## config.mk

```make
export PLATFORM = sky130hd
export DESIGN_NAME = rapcore_wb_spi_bridge
export DESIGN_NICKNAME = d
export VERILOG_FILES = /design/src/rtl/rapcore_wb_spi_pkg.sv /design/src/rtl/rapcore_spi_shift_engine.sv /design/src/rtl/rapcore_wb_spi_bridge.sv
export SDC_FILE = /design/constraint.sdc
export NUM_CORES = 1
export LEC_CHECK = 0
export ABC_AREA = 0
export CAP_MARGIN = 40
export CORE_AREA = 2 2 118 120
export DETAILED_ROUTE_END_ITERATION = 10
export DIE_AREA = 0 0 120 122
export MAX_ROUTING_LAYER = met4
export PLACE_DENSITY_LB_ADDON = 0.05
export SLEW_MARGIN = 10
export SYNTH_ARGS = -nofsm -noshare
export SYNTH_HDL_FRONTEND = slang
export SYNTH_SLANG_ARGS = --single-unit
```

## constraint.sdc

```tcl
create_clock -name CLK -period 3 [get_ports CLK]
set_input_delay 0.6 -clock CLK [delete_from_list [all_inputs] [get_ports CLK]]
set_output_delay 0.6 -clock CLK [all_outputs]
set_load 0.005 [all_outputs]
```

## src/rtl/rapcore_wb_spi_pkg.sv

```systemverilog
// Shared constants for the rapcore Wishbone-to-SPI bridge: register map,
// CTRL/STATUS bit positions and the shift-engine state encoding.
package rapcore_wb_spi_pkg;

    localparam logic [3:0] OFF_CTRL   = 4'h0;
    localparam logic [3:0] OFF_STATUS = 4'h4;
    localparam logic [3:0] OFF_TXDATA = 4'h8;
    localparam logic [3:0] OFF_RXDATA = 4'hC;

    localparam int CTRL_HOLD  = 8;
    localparam int CTRL_ABORT = 9;

    localparam int STAT_BUSY    = 0;
    localparam int STAT_RXVALID = 1;
    localparam int STAT_OVERRUN = 2;

    localparam logic [7:0] DIV_RESET_DEF = 8'd3;

    typedef enum logic [2:0] {
        ST_IDLE,
        ST_SETUP,
        ST_SHIFT,
        ST_TRAIL,
        ST_GAP
    } spi_state_e;

endpackage

```

## src/rtl/rapcore_spi_shift_engine.sv

```systemverilog
// SPI mode-0 master word engine: half-period timer, toggle counter and
// full-duplex MSB-first shifters, with optional CS hold between words.
module rapcore_spi_shift_engine
    import rapcore_wb_spi_pkg::*;
#(
    parameter int         WORD_BITS = 32,
    parameter logic [7:0] DIV_RESET = DIV_RESET_DEF
) (
    input  logic                 gclk,
    input  logic                 grst_n,
    input  logic                 start,
    input  logic                 abort,
    input  logic                 hold,
    input  logic [7:0]           div,
    input  logic [WORD_BITS-1:0] txword,
    input  logic                 cipo,
    output logic                 sck,
    output logic                 cs,
    output logic                 copi,
    output logic [WORD_BITS-1:0] rxword,
    output logic                 done,
    output logic                 busy
);

    localparam int             TW       = $clog2(2 * WORD_BITS);
    localparam logic [TW-1:0]  TOG_LAST = TW'(2 * WORD_BITS - 1);

    spi_state_e           state_q, state_d;
    logic [7:0]           hp_cnt, cur_div;
    logic [TW-1:0]        tog_cnt;
    logic [WORD_BITS-1:0] tx_sh, rx_sh;
    logic                 hp_end, rise, fall;

    // div is re-sampled only at half-period boundaries so a mid-word
    // CTRL write never truncates the half-period in flight
    assign hp_end = (hp_cnt == cur_div);
    assign rxword = rx_sh;

    always_ff @(posedge gclk or negedge grst_n) begin
        if (!grst_n) state_q <= ST_IDLE;
        else         state_q <= state_d;
    end

    always_comb begin
        state_d = state_q;
        if (abort) begin
            state_d = ST_IDLE;
        end else begin
            case (state_q)
                ST_IDLE: begin
                    if (start)            state_d = cs ? ST_SETUP : ST_SHIFT;
                    else if (!cs && !hold) state_d = ST_GAP;
                end
                ST_SETUP: if (hp_end) state_d = ST_SHIFT;
                ST_SHIFT: if (hp_end && tog_cnt == TOG_LAST) state_d = ST_TRAIL;
                ST_TRAIL: if (hp_end) state_d = hold ? ST_IDLE : ST_GAP;
                ST_GAP:   if (hp_end) state_d = ST_IDLE;
                default:  state_d = ST_IDLE;
            endcase
        end
    end

    // The first rising edge is issued as SETUP expires, so a chained word
    // entering SHIFT directly sees the same H-long low phase first.
    always_comb begin
        busy = (state_q != ST_IDLE);
        rise = 1'b0;
        fall = 1'b0;
        done = 1'b0;
        if (!abort) begin
            case (state_q)
                ST_SETUP: rise = hp_end;
                ST_SHIFT: begin
                    rise = hp_end & ~sck;
                    fall = hp_end &  sck;
                end
                ST_TRAIL: done = hp_end;
                default: ;
            endcase
        end
    end

    always_ff @(posedge gclk or negedge grst_n) begin
        if (!grst_n) begin
            sck     <= 1'b0;
            cs      <= 1'b1;
            copi    <= 1'b0;
            hp_cnt  <= '0;
            cur_div <= DIV_RESET;
            tog_cnt <= '0;
            tx_sh   <= '0;
            rx_sh   <= '0;
        end else if (abort) begin
            sck    <= 1'b0;
            cs     <= 1'b1;
            copi   <= 1'b0;
            hp_cnt <= '0;
        end else begin
            if (state_q == ST_IDLE || hp_end) begin
                hp_cnt  <= '0;
                cur_div <= div;
            end else begin
                hp_cnt <= hp_cnt + 8'd1;
            end
            if (state_q == ST_IDLE) begin
                if (start) begin
                    cs      <= 1'b0;
                    sck     <= 1'b0;
                    copi    <= txword[WORD_BITS-1];
                    tx_sh   <= txword;
                    tog_cnt <= '0;
                end else if (!cs && !hold) begin
                    cs <= 1'b1;
                end
            end
            if (rise) begin
                sck     <= 1'b1;
                rx_sh   <= {rx_sh[WORD_BITS-2:0], cipo};
                tog_cnt <= tog_cnt + 1'b1;
            end
            if (fall) begin
                sck     <= 1'b0;
                tx_sh   <= {tx_sh[WORD_BITS-2:0], 1'b0};
                copi    <= tx_sh[WORD_BITS-2];
                tog_cnt <= tog_cnt + 1'b1;
            end
            if (done && !hold) cs <= 1'b1;
        end
    end

endmodule

```

## src/rtl/rapcore_wb_spi_bridge.sv

```systemverilog
// Wishbone slave exposing CTRL/STATUS/TXDATA/RXDATA and driving the rapcore
// SPI command port through the shift engine.
module rapcore_wb_spi_bridge
    import rapcore_wb_spi_pkg::*;
#(
    parameter logic [31:0] BASE_ADDR = 32'h3000_0000,
    parameter logic [7:0]  DIV_RESET = DIV_RESET_DEF,
    parameter int          WORD_BITS = 32
) (
    input  logic        CLK,
    input  logic        resetn,
    input  logic        wbs_stb_i,
    input  logic        wbs_cyc_i,
    input  logic        wbs_we_i,
    input  logic [3:0]  wbs_sel_i,
    input  logic [31:0] wbs_adr_i,
    input  logic [31:0] wbs_dat_i,
    output logic        wbs_ack_o,
    output logic [31:0] wbs_dat_o,
    output logic        SCK,
    output logic        CS,
    output logic        COPI,
    input  logic        CIPO,
    output logic        busy
);

    logic                 valid, acc, wr, rd;
    logic [3:0]           off;
    logic [7:0]           div_q;
    logic                 hold_q, rx_valid_q, overrun_q;
    logic [31:0]          rx_data_q, rd_mux;
    logic                 start, abort, done, eng_busy;
    logic [WORD_BITS-1:0] rxword;
    logic                 sel_unused;

    assign sel_unused = &{1'b0, wbs_sel_i[3:2]};

    // acc excludes the ack cycle so a held strobe never gets back-to-back acks
    assign valid = wbs_cyc_i & wbs_stb_i & (wbs_adr_i[31:4] == BASE_ADDR[31:4]);
    assign acc   = valid & ~wbs_ack_o;
    assign off   = wbs_adr_i[3:0];
    assign wr    = acc & wbs_we_i;
    assign rd    = acc & ~wbs_we_i;
    assign abort = wr && (off == OFF_CTRL) && wbs_sel_i[1] && wbs_dat_i[CTRL_ABORT];
    assign start = wr && (off == OFF_TXDATA) && !eng_busy;
    assign busy  = eng_busy;

    always_comb begin
        rd_mux = '0;
        case (off)
            OFF_CTRL: begin
                rd_mux[7:0]       = div_q;
                rd_mux[CTRL_HOLD] = hold_q;
            end
            OFF_STATUS: begin
                rd_mux[STAT_BUSY]    = eng_busy;
                rd_mux[STAT_RXVALID] = rx_valid_q;
                rd_mux[STAT_OVERRUN] = overrun_q;
            end
            OFF_RXDATA: rd_mux = rx_data_q;
            default: ;
        endcase
    end

    always_ff @(posedge CLK or negedge resetn) begin
        if (!resetn) begin
            wbs_ack_o  <= 1'b0;
            wbs_dat_o  <= '0;
            div_q      <= DIV_RESET;
            hold_q     <= 1'b0;
            rx_valid_q <= 1'b0;
            overrun_q  <= 1'b0;
            rx_data_q  <= '0;
        end else begin
            wbs_ack_o <= acc;
            wbs_dat_o <= rd ? rd_mux : '0;
            if (wr && off == OFF_CTRL) begin
                if (wbs_sel_i[0]) div_q  <= wbs_dat_i[7:0];
                if (wbs_sel_i[1]) hold_q <= wbs_dat_i[CTRL_HOLD];
            end
            if (wr && off == OFF_TXDATA && eng_busy)
                overrun_q <= 1'b1;
            else if (wr && off == OFF_STATUS && wbs_sel_i[0] && wbs_dat_i[STAT_OVERRUN])
                overrun_q <= 1'b0;
            // a word completing on the same edge as an RXDATA read stays valid
            if (done) begin
                rx_data_q  <= rxword;
                rx_valid_q <= 1'b1;
            end else if (rd && off == OFF_RXDATA) begin
                rx_valid_q <= 1'b0;
            end
        end
    end

    rapcore_spi_shift_engine #(
        .WORD_BITS (WORD_BITS),
        .DIV_RESET (DIV_RESET)
    ) u_engine (
        .gclk   (CLK),
        .grst_n (resetn),
        .start  (start),
        .abort  (abort),
        .hold   (hold_q),
        .div    (div_q),
        .txword (wbs_dat_i),
        .cipo   (CIPO),
        .sck    (SCK),
        .cs     (CS),
        .copi   (COPI),
        .rxword (rxword),
        .done   (done),
        .busy   (eng_busy)
    );

endmodule

```

==> reports/metrics.cfg <==
[power_and_ir_drop]
power.total_mw = 4.866
p_per_area_nw_per_um2 = 536.3
p_leak_nw = 4.101
irDropWorstVdd_v = 0.0003647

[floorplanning]
fp.dieArea_um2 = 14640
rows = 43
die_w_um = 120
initial_core_util_pct = 51.97
die_h_um = 122
io_pins = 111
core_area_um2 = 13500

[placement]
place.gp.congestion = 0.9127
hpwl_mm = 9.647
place_inst = 831
port_buffers = 108
pre_cts_slack_ns = -0.1174

[synthesis]
synth_edf_count = 0
syn-cell-area_um2 = 7018
synthCells = 540
ys_async_sr_fraction_pct = 100.0
avgSynthCellArea_um2 = 13.00
synth-seq-cells = 167
synth.distinct_cells = 55
syn-num-nets = 616
synthFlopType = dfrtp_1
synth-warning-count = 0
synth.yosys.seq_area_share_pct = 59.64

[sta]
finalSetupViolations = 0
rsz0062_at_grt = no
fmax_ghz = 0.3741
fin_crit_sh_pct = 89.11
slew-limit-headroom_pct = 58.30
worstMarginPinSlew_ns = 0.6255
finalHoldViolCount = 0
min_period_ns = 2.673
slew_violations = 0
layout_setup_ws_ns = 0.3267
finClkSkew_ns = 0.007894

[cts]
clk_path_buf_depth = 2
clkSinkCount = 167
cts-buffers-inserted = 17
cts_hold_buf = 0
cts_resized = 0
path_clk_slew_ns = 0.06
insertion_delay_ns = 0.43
cts_root_buf = clkbuf_16
cts_tree = done
cts_setup_buffers = 0
htree_levels = 4

[setup_path]
crit_path_max_fanout = 22
worstPathRequired_ns = 3.36
rrSetupSlack_ns = 0.52
worstReg2RegEnd = u_engine.rxword[23]$_DFFE_PN0P_
rr_worst_depth = 7
setup.worst_path.start = wbs_adr_i[21]
cp-start-kind = input pin
r2r-start = u_engine.cur_div[1]$_DFFE_PN1P_
path_class = in2reg
end_kind = flop
arrival_ns = 3.03

[global_routing]
groute.usage.overall_pct = 20.82
grt_pass1_vias = 4668
antenna_found_initial = 0
grt_start_max_net_pins = 68
grt_pass1_wl_mm = 22.94
grt-ovfl-total = 0

[drt]
avgRoutedWirePerCell_um = 15.75
num_vias = 4498
drt_wl_total_mm = 13.59
drcViolationCount = 0
viasPerCell = 5.212
dr.pass1.iters = 4
ant_nets = 0
drt_iter0_markers = 199

[layout]
fillers = 985
nets = 746
syn_to_final_growth_pct = 29.29
antenna_cells = 0
utilization_pct = 67.19
fin_cells = 863
drive_above_1_share_pct = 20.35

[status]
status = completed

[hold_path]
hold_path.class = in2async

[run]
drv_cap = 0

==> state kept, by name, summed over array words and instances, names as in the netlist <==
| name | count |
|---|---|
| rx_data_q | 32 |
| u_engine.rxword | 32 |
| wbs_dat_o | 32 |
| u_engine.tx_sh | 31 |
| div_q | 8 |
| u_engine.cur_div | 8 |
| u_engine.hp_cnt | 8 |
| u_engine.tog_cnt | 6 |
| u_engine.state_q | 3 |
| hold_q | 1 |
| overrun_q | 1 |
| rx_valid_q | 1 |
| u_engine.copi | 1 |
| u_engine.cs | 1 |
| u_engine.sck | 1 |
| wbs_ack_o | 1 |
==> through the flow <==
stage	hold slack [ns]	area [um2]	TNS, ns
after floorplan	0.3044	7018	0
after global placement	0.4570	8524	-3.095
after detailed placement	0.4580	8524	-8.002
after CTS	0.1928	9074	0
after global routing	0.2228	9074	0
final	0.1756	9074	0
==> placed cells by master (no fill, tap or decap), types with 8 or more instances in the layout <==
| cell | n |
|---|---|
| xor2_1 | 11 |
| mux2_1 | 29 |
| clkbuf_16 | 17 |
| and2_1 | 24 |
| buf_4 | 22 |
| mux2i_1 | 34 |
| o21ai_0 | 25 |
| clkdlybuf4s50_1 | 107 |
| buf_12 | 8 |
| o21ai_1 | 12 |
| dfrtp_1 | 162 |
| nor2_1 | 18 |
| nand2_1 | 35 |
| mux2_2 | 55 |
==> metal layers <==
layer,track usage [%],share of wire (%),vias up
li1,-,-,2171
met1,27.14,47,2224
met2,32.14,48,80
met3,4.541,3.1,23
met4,8.088,1.8,0
met5,-,0,-
==> report_power, final <==
| part | internal (mW) | switching [mW] |
|---|---|---|
| registers | 2.43 | 0.119 |
| logic | 0.199 | 0.119 |
| clock network | 1.11 | 0.889 |
==> final cells by class <==
class	instances	area, um2	area share [%]
Clock inverter	12	92.59	1.020
Inverter	7	26.28	0.2896
Multi-Input combinational cell	339	2680	29.54
Tap cell	180	225.2	2.482
Sequential cell	167	4185	46.13
Timing Repair Buffer	138	1408	15.51
Clock buffer	20	456.7	5.033
==> cells in the mapped netlist, types with 2 or more instances <==
| master | number | area (um2) |
|---|---|---|
| or3_1 | 4 | 25.02 |
| a32o_1 | 2 | 20.02 |
| dfrtp_1 | 162 | 4054 |
| nor4_2 | 3 | 37.54 |
| nand4_1 | 2 | 12.51 |
| nand2_1 | 35 | 131.4 |
| mux2i_1 | 34 | 340.3 |
| a22o_1 | 6 | 52.55 |
| ha_1 | 2 | 25.02 |
| nand3b_1 | 4 | 30.03 |
| o21ai_1 | 12 | 60.06 |
| clkbuf_2 | 2 | 10.01 |
| and2_1 | 24 | 150.1 |
| a21boi_0 | 2 | 15.01 |
| nor3b_1 | 4 | 30.03 |
| o22ai_1 | 2 | 12.51 |
| mux2_2 | 55 | 619.3 |
| nand2b_1 | 2 | 12.51 |
| nor2_1 | 20 | 75.07 |
| buf_2 | 14 | 70.07 |
| a22oi_1 | 3 | 22.52 |
| a21o_1 | 4 | 30.03 |
| inv_1 | 6 | 22.52 |
| xnor2_1 | 4 | 35.03 |
| and3_1 | 7 | 43.79 |
| nor3_1 | 4 | 20.02 |
| buf_4 | 4 | 30.03 |
| mux2_1 | 29 | 326.6 |
| xor2_1 | 11 | 96.34 |
| clkbuf_1 | 6 | 22.52 |
| or4_1 | 3 | 22.52 |
| nor4_1 | 5 | 31.28 |
| nor2b_1 | 3 | 18.77 |
| nand3_1 | 5 | 25.02 |
| dfstp_2 | 5 | 131.4 |
| nor3_2 | 5 | 50.05 |
| o21ai_0 | 25 | 125.1 |
| a21oi_1 | 3 | 15.01 |
==> cells by family after synthesis <==
group	count (synthesis)	share of synthesized area, %
compound gates	67	6.062
xor+xnor	15	1.872
fa+ha+maj	2	0.3565
buf+inv	34	2.425
flops	167	59.64
mux	118	18.33
simple gates	137	11.32
==> worst max-delay path, stage by stage <==
cell             delay [ns]
clkdlybuf4s50_1        0.41
nor4_1                 0.29
nand4_1                0.24
or2_2                  0.38
or4_1                  0.53
nor2_2                 0.17
buf_4                  0.24
and2_1                 0.16
==> worst max-delay path by stage <==
stage | end | depth (start not counted)
2_1_floorplan | rx_data_q[10]$_DFFE_PN0P_ | 7
3_3_place_gp | rx_data_q[5]$_DFFE_PN0P_ | 9
3_5_place_dp | wbs_dat_o[27]$_DFF_PN0_ | 8
4_1_cts | wbs_dat_o[27]$_DFF_PN0_ | 8
5_1_grt | wbs_dat_o[26]$_DFF_PN0_ | 8
6_report | wbs_dat_o[27]$_DFF_PN0_ | 8
No activity file was read; power rests on OpenSTA's default activity.
